## src/rtl/fetch_ctrl_pkg.sv

```systemverilog
// Shared definitions for the IF-stage fetch controller and the PC mux it steers.
// Holds the FSM state encoding, the pc_sel codes and the redirect priority.
package fetch_ctrl_pkg;

    typedef enum logic [1:0] {
        ST_IDLE = 2'd0,
        ST_REQ  = 2'd1,
        ST_KILL = 2'd2,
        ST_HALT = 2'd3
    } fetch_state_t;

    localparam logic [1:0] SEL_SEQ = 2'd0;
    localparam logic [1:0] SEL_BR  = 2'd1;
    localparam logic [1:0] SEL_J   = 2'd2;
    localparam logic [1:0] SEL_JR  = 2'd3;

    // Redirect target priority: jump-register beats jump beats taken branch.
    function automatic logic [1:0] redirect_sel(input logic z, input logic j, input logic jr);
        logic [1:0] sel;
        sel = SEL_SEQ;
        if (jr)
            sel = SEL_JR;
        else if (j)
            sel = SEL_J;
        else if (z)
            sel = SEL_BR;
        return sel;
    endfunction

endpackage

```

## src/rtl/fetch_ctrl_sat_counter.sv

```systemverilog
// Saturating event counter: counts cycles with inc=1 and holds at all-ones.
// Cleared by the synchronous active-low reset.
module sat_counter #(
    parameter int WIDTH = 16
) (
    input  logic             clk,
    input  logic             reset,
    input  logic             inc,
    output logic [WIDTH-1:0] count
);

    // NOTE: sequential state uses non-blocking assignments and a reset sampled on the clock edge.
    always_ff @(posedge clk) begin
        if (!reset)
            count <= '0;
        else if (inc && (count != '1))
            count <= count + WIDTH'(1);
    end

endmodule

```

## src/rtl/fetch_ctrl.sv

```systemverilog
// IF-stage fetch controller: drives the instruction-memory request, steers the PC mux,
// squashes wrong-path fetches on redirects and declares a sticky fault on access timeout.
module fetch_ctrl
    import fetch_ctrl_pkg::*;
#(
    parameter int TIMEOUT = 255,
    parameter int CNT_W   = 16
) (
    input  logic             clk,
    input  logic             reset,
    input  logic             Z,
    input  logic             J,
    input  logic             JR,
    input  logic             stall,
    input  logic             imem_ready,
    output logic             imem_req,
    output logic [1:0]       pc_sel,
    output logic             PC_IFWrite,
    output logic             IFID_Write,
    output logic             IF_flush,
    output logic             fetch_valid,
    output logic             imem_err,
    output logic [CNT_W-1:0] stall_cnt,
    output logic [CNT_W-1:0] flush_cnt
);

    localparam int WAIT_W = $clog2(TIMEOUT + 1);
    localparam logic [WAIT_W-1:0] WAIT_LAST = WAIT_W'(TIMEOUT - 1);

    fetch_state_t      state;
    logic [WAIT_W-1:0] wait_cnt;

    logic active;
    logic redirect;
    logic timeout_hit;

    // Combinational outputs are gated by reset so everything reads 0 while reset is held.
    assign active      = reset && ((state == ST_REQ) || (state == ST_KILL));
    assign redirect    = active && (Z || J || JR) && !stall;
    assign timeout_hit = active && !imem_ready && (wait_cnt == WAIT_LAST);

    // NOTE: every always_comb output gets a default first so no latch is inferred.
    always_comb begin
        pc_sel      = SEL_SEQ;
        PC_IFWrite  = 1'b0;
        IFID_Write  = 1'b0;
        IF_flush    = 1'b0;
        fetch_valid = 1'b0;
        if (redirect) begin
            pc_sel     = redirect_sel(Z, J, JR);
            PC_IFWrite = 1'b1;
            IFID_Write = 1'b1;
            IF_flush   = 1'b1;
        end else if (reset && (state == ST_REQ) && !stall && imem_ready) begin
            PC_IFWrite  = 1'b1;
            IFID_Write  = 1'b1;
            fetch_valid = 1'b1;
        end
    end

    always_ff @(posedge clk) begin
        if (!reset) begin
            state    <= ST_IDLE;
            wait_cnt <= '0;
            imem_req <= 1'b0;
            imem_err <= 1'b0;
        end else begin
            case (state)
                ST_IDLE: begin
                    state    <= ST_REQ;
                    wait_cnt <= '0;
                    imem_req <= 1'b1;
                end
                ST_REQ, ST_KILL: begin
                    if (imem_ready) begin
                        // A response completes the outstanding access; a pending kill is over.
                        wait_cnt <= '0;
                        state    <= ST_REQ;
                    end else if (timeout_hit) begin
                        state    <= ST_HALT;
                        imem_req <= 1'b0;
                        imem_err <= 1'b1;
                    end else begin
                        wait_cnt <= wait_cnt + WAIT_W'(1);
                        if (redirect)
                            state <= ST_KILL;
                    end
                end
                ST_HALT: begin
                    imem_req <= 1'b0;
                end
                default: begin
                    state    <= ST_IDLE;
                    imem_req <= 1'b0;
                end
            endcase
        end
    end

    sat_counter #(.WIDTH(CNT_W)) u_stall_cnt (
        .clk   (clk),
        .reset (reset),
        .inc   (active && stall),
        .count (stall_cnt)
    );

    sat_counter #(.WIDTH(CNT_W)) u_flush_cnt (
        .clk   (clk),
        .reset (reset),
        .inc   (redirect),
        .count (flush_cnt)
    );

endmodule

```

## config.mk

```make
export PLATFORM = sky130hd
export DESIGN_NAME = fetch_ctrl
export DESIGN_NICKNAME = d
export VERILOG_FILES = /design/src/rtl/fetch_ctrl_pkg.sv /design/src/rtl/fetch_ctrl_sat_counter.sv /design/src/rtl/fetch_ctrl.sv
export SDC_FILE = /design/constraint.sdc
export NUM_CORES = 1
export LEC_CHECK = 0
export ABC_AREA = 1
export BUFFER_PORTS_ARGS = -buffer_cell sky130_fd_sc_hd__buf_2
export CORE_ASPECT_RATIO = 1.4
export CORE_MARGIN = 2
export CORE_UTILIZATION = 40
export DETAILED_ROUTE_END_ITERATION = 12
export GPL_TIMING_DRIVEN = 1
export MAX_ROUTING_LAYER = met4
export PLACE_DENSITY = 0.57
export RECOVER_POWER = 100
export SKIP_LAST_GASP = 1
export SLEW_MARGIN = 10
export SYNTH_ARGS = -nofsm -noshare
export SYNTH_HDL_FRONTEND = slang
export SYNTH_SLANG_ARGS = --single-unit
```

## constraint.sdc

```tcl
create_clock -name clk -period 2.3 [get_ports clk]
set_clock_uncertainty 0.1 [all_clocks]
set_input_delay 0.23 -clock clk [delete_from_list [all_inputs] [get_ports clk]]
set_output_delay 0.23 -clock clk [all_outputs]
set_load 0.05 [all_outputs]
```

-- After elaboration in Yosys (flattened, before gate mapping)
Index checks and enable logic that the tools add are counted.
- logic and storage cells: 61
- input bits: 7
- flip-flop bits (word level): 44
- add/subtract/negate cells: 3
- reduce and logical (&&, ||, !) cells: 23
- bitwise gates (word level): 1
- mux-type cells: 18
- equality and inequality tests: 10
- operators with widths (operator ; number):
    16-bit by 1-bit adder with 16-bit output (second input constant) ; 2
    16-bit != test (second input constant) ; 2
    8-bit two-way mux ; 2
    8-bit case mux with 2 select lines ; 1
    2-bit two-way mux ; 6
    1-bit logical AND ; 11
    8-bit by 1-bit adder with 8-bit output (second input constant) ; 1
    8-bit == test (second input constant) ; 1
    1-bit two-way mux ; 7
    2-bit AND reduction ; 3
    2-bit == test (second input constant) ; 2
    2-bit != test (second input constant) ; 2
    4-bit by 3-bit != test with 1-bit output (second input constant) ; 1
    2-bit case mux with 2 select lines ; 1
    1-bit logical OR ; 3
    3-bit != test (second input constant) ; 1
    1-bit case mux with 3 select lines ; 1
    3-bit AND reduction ; 1
    2-bit by 1-bit == test with 1-bit output (second input constant) ; 1
    1-bit logical NOT ; 2
    2-bit logical NOT ; 1
    2-bit nonzero test ; 1
    2-bit OR reduction ; 1
    1-bit inverter ; 1

-- Longest topological paths before layout
- depth after elaboration: 9
- gate-level depth with buffers: 11

-- Hierarchy
A second synthesis with hierarchy kept.
- cells, all modules: 414
- area, all modules: 2756.4 sq um
- modules (own cells, without submodules) (module ; times used ; cells an instance ; area an instance (sq um)):
    sat_counter ; 2 ; 149 ; 996.0
    fetch_ctrl ; 1 ; 116 ; 764.5

-- Least setup slack after synthesis
OpenSTA, ideal clock, no wires.
- path kind: register to output
- start point: reg state[0]
- end point: out fetch_valid
- arrival time: 2.006 ns
- setup slack: -0.036 ns
- stages on the path, launching flop included: 8
- path buffers: 0
- data required time: 1.970 ns
- path through: dfxtp_1 > inv_1 > ha_1 > nand2_2 > nor2_4 > nand2_4 > inv_1 > nor2_1
- word-level cells in the longest chain between the ends: 6
- RTL lines (element ; line ; RTL):
    start: declaration ; fetch_ctrl.sv:30 ; fetch_state_t state;
    start signal: assignment ; fetch_ctrl.sv:63 ; state <= ST_IDLE;
    start signal: assignment ; fetch_ctrl.sv:70 ; state <= ST_REQ;
    start signal: assignment ; fetch_ctrl.sv:78 ; state <= ST_REQ;
    2-bit by 1-bit == test with 1-bit output / 2-bit == test (equally long branches) ; fetch_ctrl.sv:38, fetch_ctrl.sv:54 ;
    1-bit logical AND / 1-bit logical OR (equally long branches) ; fetch_ctrl.sv:54, fetch_ctrl.sv:38 ;
    1-bit logical AND (on tied branches) ; fetch_ctrl.sv:54, fetch_ctrl.sv:38 ;
    1-bit logical AND (on tied branches) ; fetch_ctrl.sv:54, fetch_ctrl.sv:39 ;
    1-bit two-way mux / 1-bit logical AND (equally long branches) ; fetch_ctrl.sv:54, fetch_ctrl.sv:39 ;
    1-bit two-way mux * ; fetch_ctrl.sv:49 ; if (redirect) begin
    end: declaration ; fetch_ctrl.sv:21 ; output logic fetch_valid,
Mark *: on every way between the ends. The rest lies on a longest branch, timed or not.

-- Worst setup path in the final report
- start point: reg state[1]
- end point: out IF_flush
- word-level cells in the longest chain between the ends: 6
- RTL lines (element ; line ; RTL):
    2-bit by 1-bit == test with 1-bit output / 2-bit == test (equally long branches) ; fetch_ctrl.sv:38 ; assign active = reset && ((state == ST_REQ) || (state == ST_KILL));
    1-bit logical OR * ; fetch_ctrl.sv:38 ;
    1-bit logical AND * ; fetch_ctrl.sv:38 ;
    1-bit logical AND * (2 in series) ; fetch_ctrl.sv:39 ; assign redirect = active && (Z || J || JR) && !stall;
    1-bit two-way mux * ; fetch_ctrl.sv:49 ;
    end: declaration ; fetch_ctrl.sv:20 ; output logic IF_flush,
Marked as above.

==> impl_metrics.ini <==
[synthesis]
synth_edf_count = 0
synth_seq_cells = 44
syn_area_per_cell_um2 = 6.687
ys_top_cells_by_area = dfxtp_1 32%, nand2_1 17%, nor2_1 8.0%
synth_ff_type = dfxtp_1
synth_common_cells = 124 x nand2_1, 58 x nor2_1, 46 x inv_1
yosysSeqAreaShare = 0.3220
synth_area_leader_cell = dfxtp_1
synth_most_common_cell = nand2_1
yosys_warnings = 0
synth_cell_types = 29
syn_inst = 409
syn-num-nets = 423
netlist_area_um2 = 2735
synth_top_area_frac = 0.3220
async_flop_share = 0

[die]
die_area_um2 = 7524
core_area_um2 = 6613
start_util = 0.4136
ios = 47
die_w_um = 73.89
die_h_um = 101.8
fp-row-count = 35

[global_routing]
antenna_found_initial = 0
overflow = 0
grt_util_all_layers = 0.1765
grt_pass1_wl_um = 10190
grt_start_max_net_pins = 30
first_global_vias = 2329

[placement]
post-place-ws_ps = 236.9
io_buffers = 46
gp_congestion = 0.8427
dp_hpwl_um = 4436

[critical_path]
critical_path_class = flip-flop to primary output
worstPathRequired_ps = 1970
slowest_stage = dfxtp_1
cp_cell_sequence = inv_1 > ha_1 > nand2_2 > nor2_4 > nand2_4 > inv_1 > clkbuf_4
path_max_fanout = 5
cpPeakStageDelay_ps = 340
crit_path_frequent_cell = inv_1
end_kind = primary output
critPathArrivalTime_ps = 1800
startpoint_type = flip-flop

[route]
drt-total-wl_um = 5956
drt_iter0_drc = 93
first_pass_iters = 4
route.detailed.drc = 0
postRouteAntennaNets = 0
vias = 2580
viasPerCell = 4.717
wl_per_cell_um = 10.89

[clocking]
cts_buffers = 5
clock_path_buffers = 2
cts_max_level = 2
hold_buffers = 0
clock_sinks = 44
cts_tree = done
clock_latency_ps = 300
cts_root_buffer = clkbuf_8
clk_pin_slew_ps = 90

[power]
ir_drop_mv = 0.2220
leakagePower_uw = 0.001290
p_per_area_nw_per_um2 = 501.5

[sta]
finalHoldViolCount = 0
worst_slew_pin_slew_ps = 1087
period_share = 0.9276
grt_setup_unrepaired = no
finalSetupTns_ps = 0
max_freq_mhz = 468.7
fin_crit_ps = 2133
slew_headroom = 0.2745
drv_slew = 0
finalSetupViolCount = 0
setup_slack_ps = 166.6

[run_status]
status = completed

[worst_hold_path]
hold_class = input pin to flip-flop

[layout]
nets = 468
antennaDiodeCount = 0
multiInputGateArea_um2 = 1583
nFillCells = 712
regArea_um2 = 882.1
drive_gt1_frac = 0.1165
syn_to_final_growth_pct = 11.67

[flow_run]
drv_cap = 0
-- metal layers --
| metal | up-vias | share of wire | global-route usage |
|---|---|---|---|
| met5 | - | 0 | - |
| met4 | 0 | 0.020 | 0.05874 |
| met3 | 7 | 0.031 | 0.02663 |
| met2 | 45 | 0.49 | 0.3015 |
| met1 | 1163 | 0.46 | 0.2095 |
| li1 | 1365 | - | - |
-- cell type report --
| class | instances | share of cell area |
|---|---|---|
| clock buffers | 7 | 0.02827 |
| clock inverters | 1 | 0.002458 |
| inverters | 48 | 0.05899 |
| multi-input cells | 308 | 0.5182 |
| flip-flops and latches | 44 | 0.2888 |
| well taps | 92 | 0.03769 |
| repair buffers | 47 | 0.06555 |
-- through the flow --
stage	utilization	area [um2]	std cells	hold WS (ps)	power [uW]
2_1_floorplan	-	2738	409	352.2	990.9
3_3_place_gp	0.4562	3017	539	331.9	1032
3_5_place_dp	0.4562	3017	539	331.6	1032
4_1_cts	0.4704	3110	547	198.4	1559
5_1_grt	0.4619	3054	547	213.5	1605
6_report	0.4619	3054	547	204.1	1532
-- placed cells by master, fill, tap and decap left out, types with 3 or more instances in the layout --
master and instances:
nor2_4 5, clkbuf_1 35, dfxtp_1 43, nand2_1 126, xor2_1 8, nand2_4 10, clkbuf_2 4, nor2_1 58
buf_2 6, inv_1 48, a21oi_2 7, ha_1 7, nand4_1 8, nand3_1 24, o21ai_0 10, xnor2_1 4
clkbuf_8 6, nand3b_1 3, nor2_2 5, a21oi_1 23
-- flip-flops by register name (all words and copies together) (netlist names) --
name,flops
state,2
imem_err,1
imem_req,1
u_flush_cnt.count,16
u_stall_cnt.count,16
wait_cnt,8
-- path summary, 6_finish.rpt --
check | from | endpoint | slack, ps | cells after the start
min reg2reg | imem_err | imem_err | 350 | 2
min | reset | u_flush_cnt.count[0] | 200 | 3
max | state[1] | IF_flush | 170 | 7
max reg2reg | state[1] | u_flush_cnt.count[9] | 270 | 10
-- report_power, final --
group | leakage, uW | total [uW] | switching [uW] | internal, uW
sequential | 0.000356 | 790 | 13.7 | 776
clock | 0.0000445 | 522 | 278 | 245
combinational | 0.000890 | 220 | 165 | 54.3
total | 0.00129 | 1530 | 456 | 1080
-- cells by family after synthesis --
family / share of synthesized area
DFF: 0.3220
and+or+nand+nor: 0.4199
AOI/OAI and AO/OA: 0.09470
buffers and inverters: 0.09286
xor gates and xnor gates: 0.03843
adders and majority gates: 0.03202
-- timing repair --
| action | in CTS | in global routing |
|---|---|---|
| setup buffers | 0 | 0 |
| gates resized for setup | 0 | 3 |
| endpoints found under the setup margin | 0 | 2 |
-- worst max-delay path, delay by kind of cell, from the launching register on --
kind | cells | cell delay, ps
DFF | 1 | 340
buffers and inverters | 3 | 460
and+or+nand+nor | 3 | 360
adders and majority gates | 1 | 340
No activity file was read; power rests on OpenSTA's default activity.
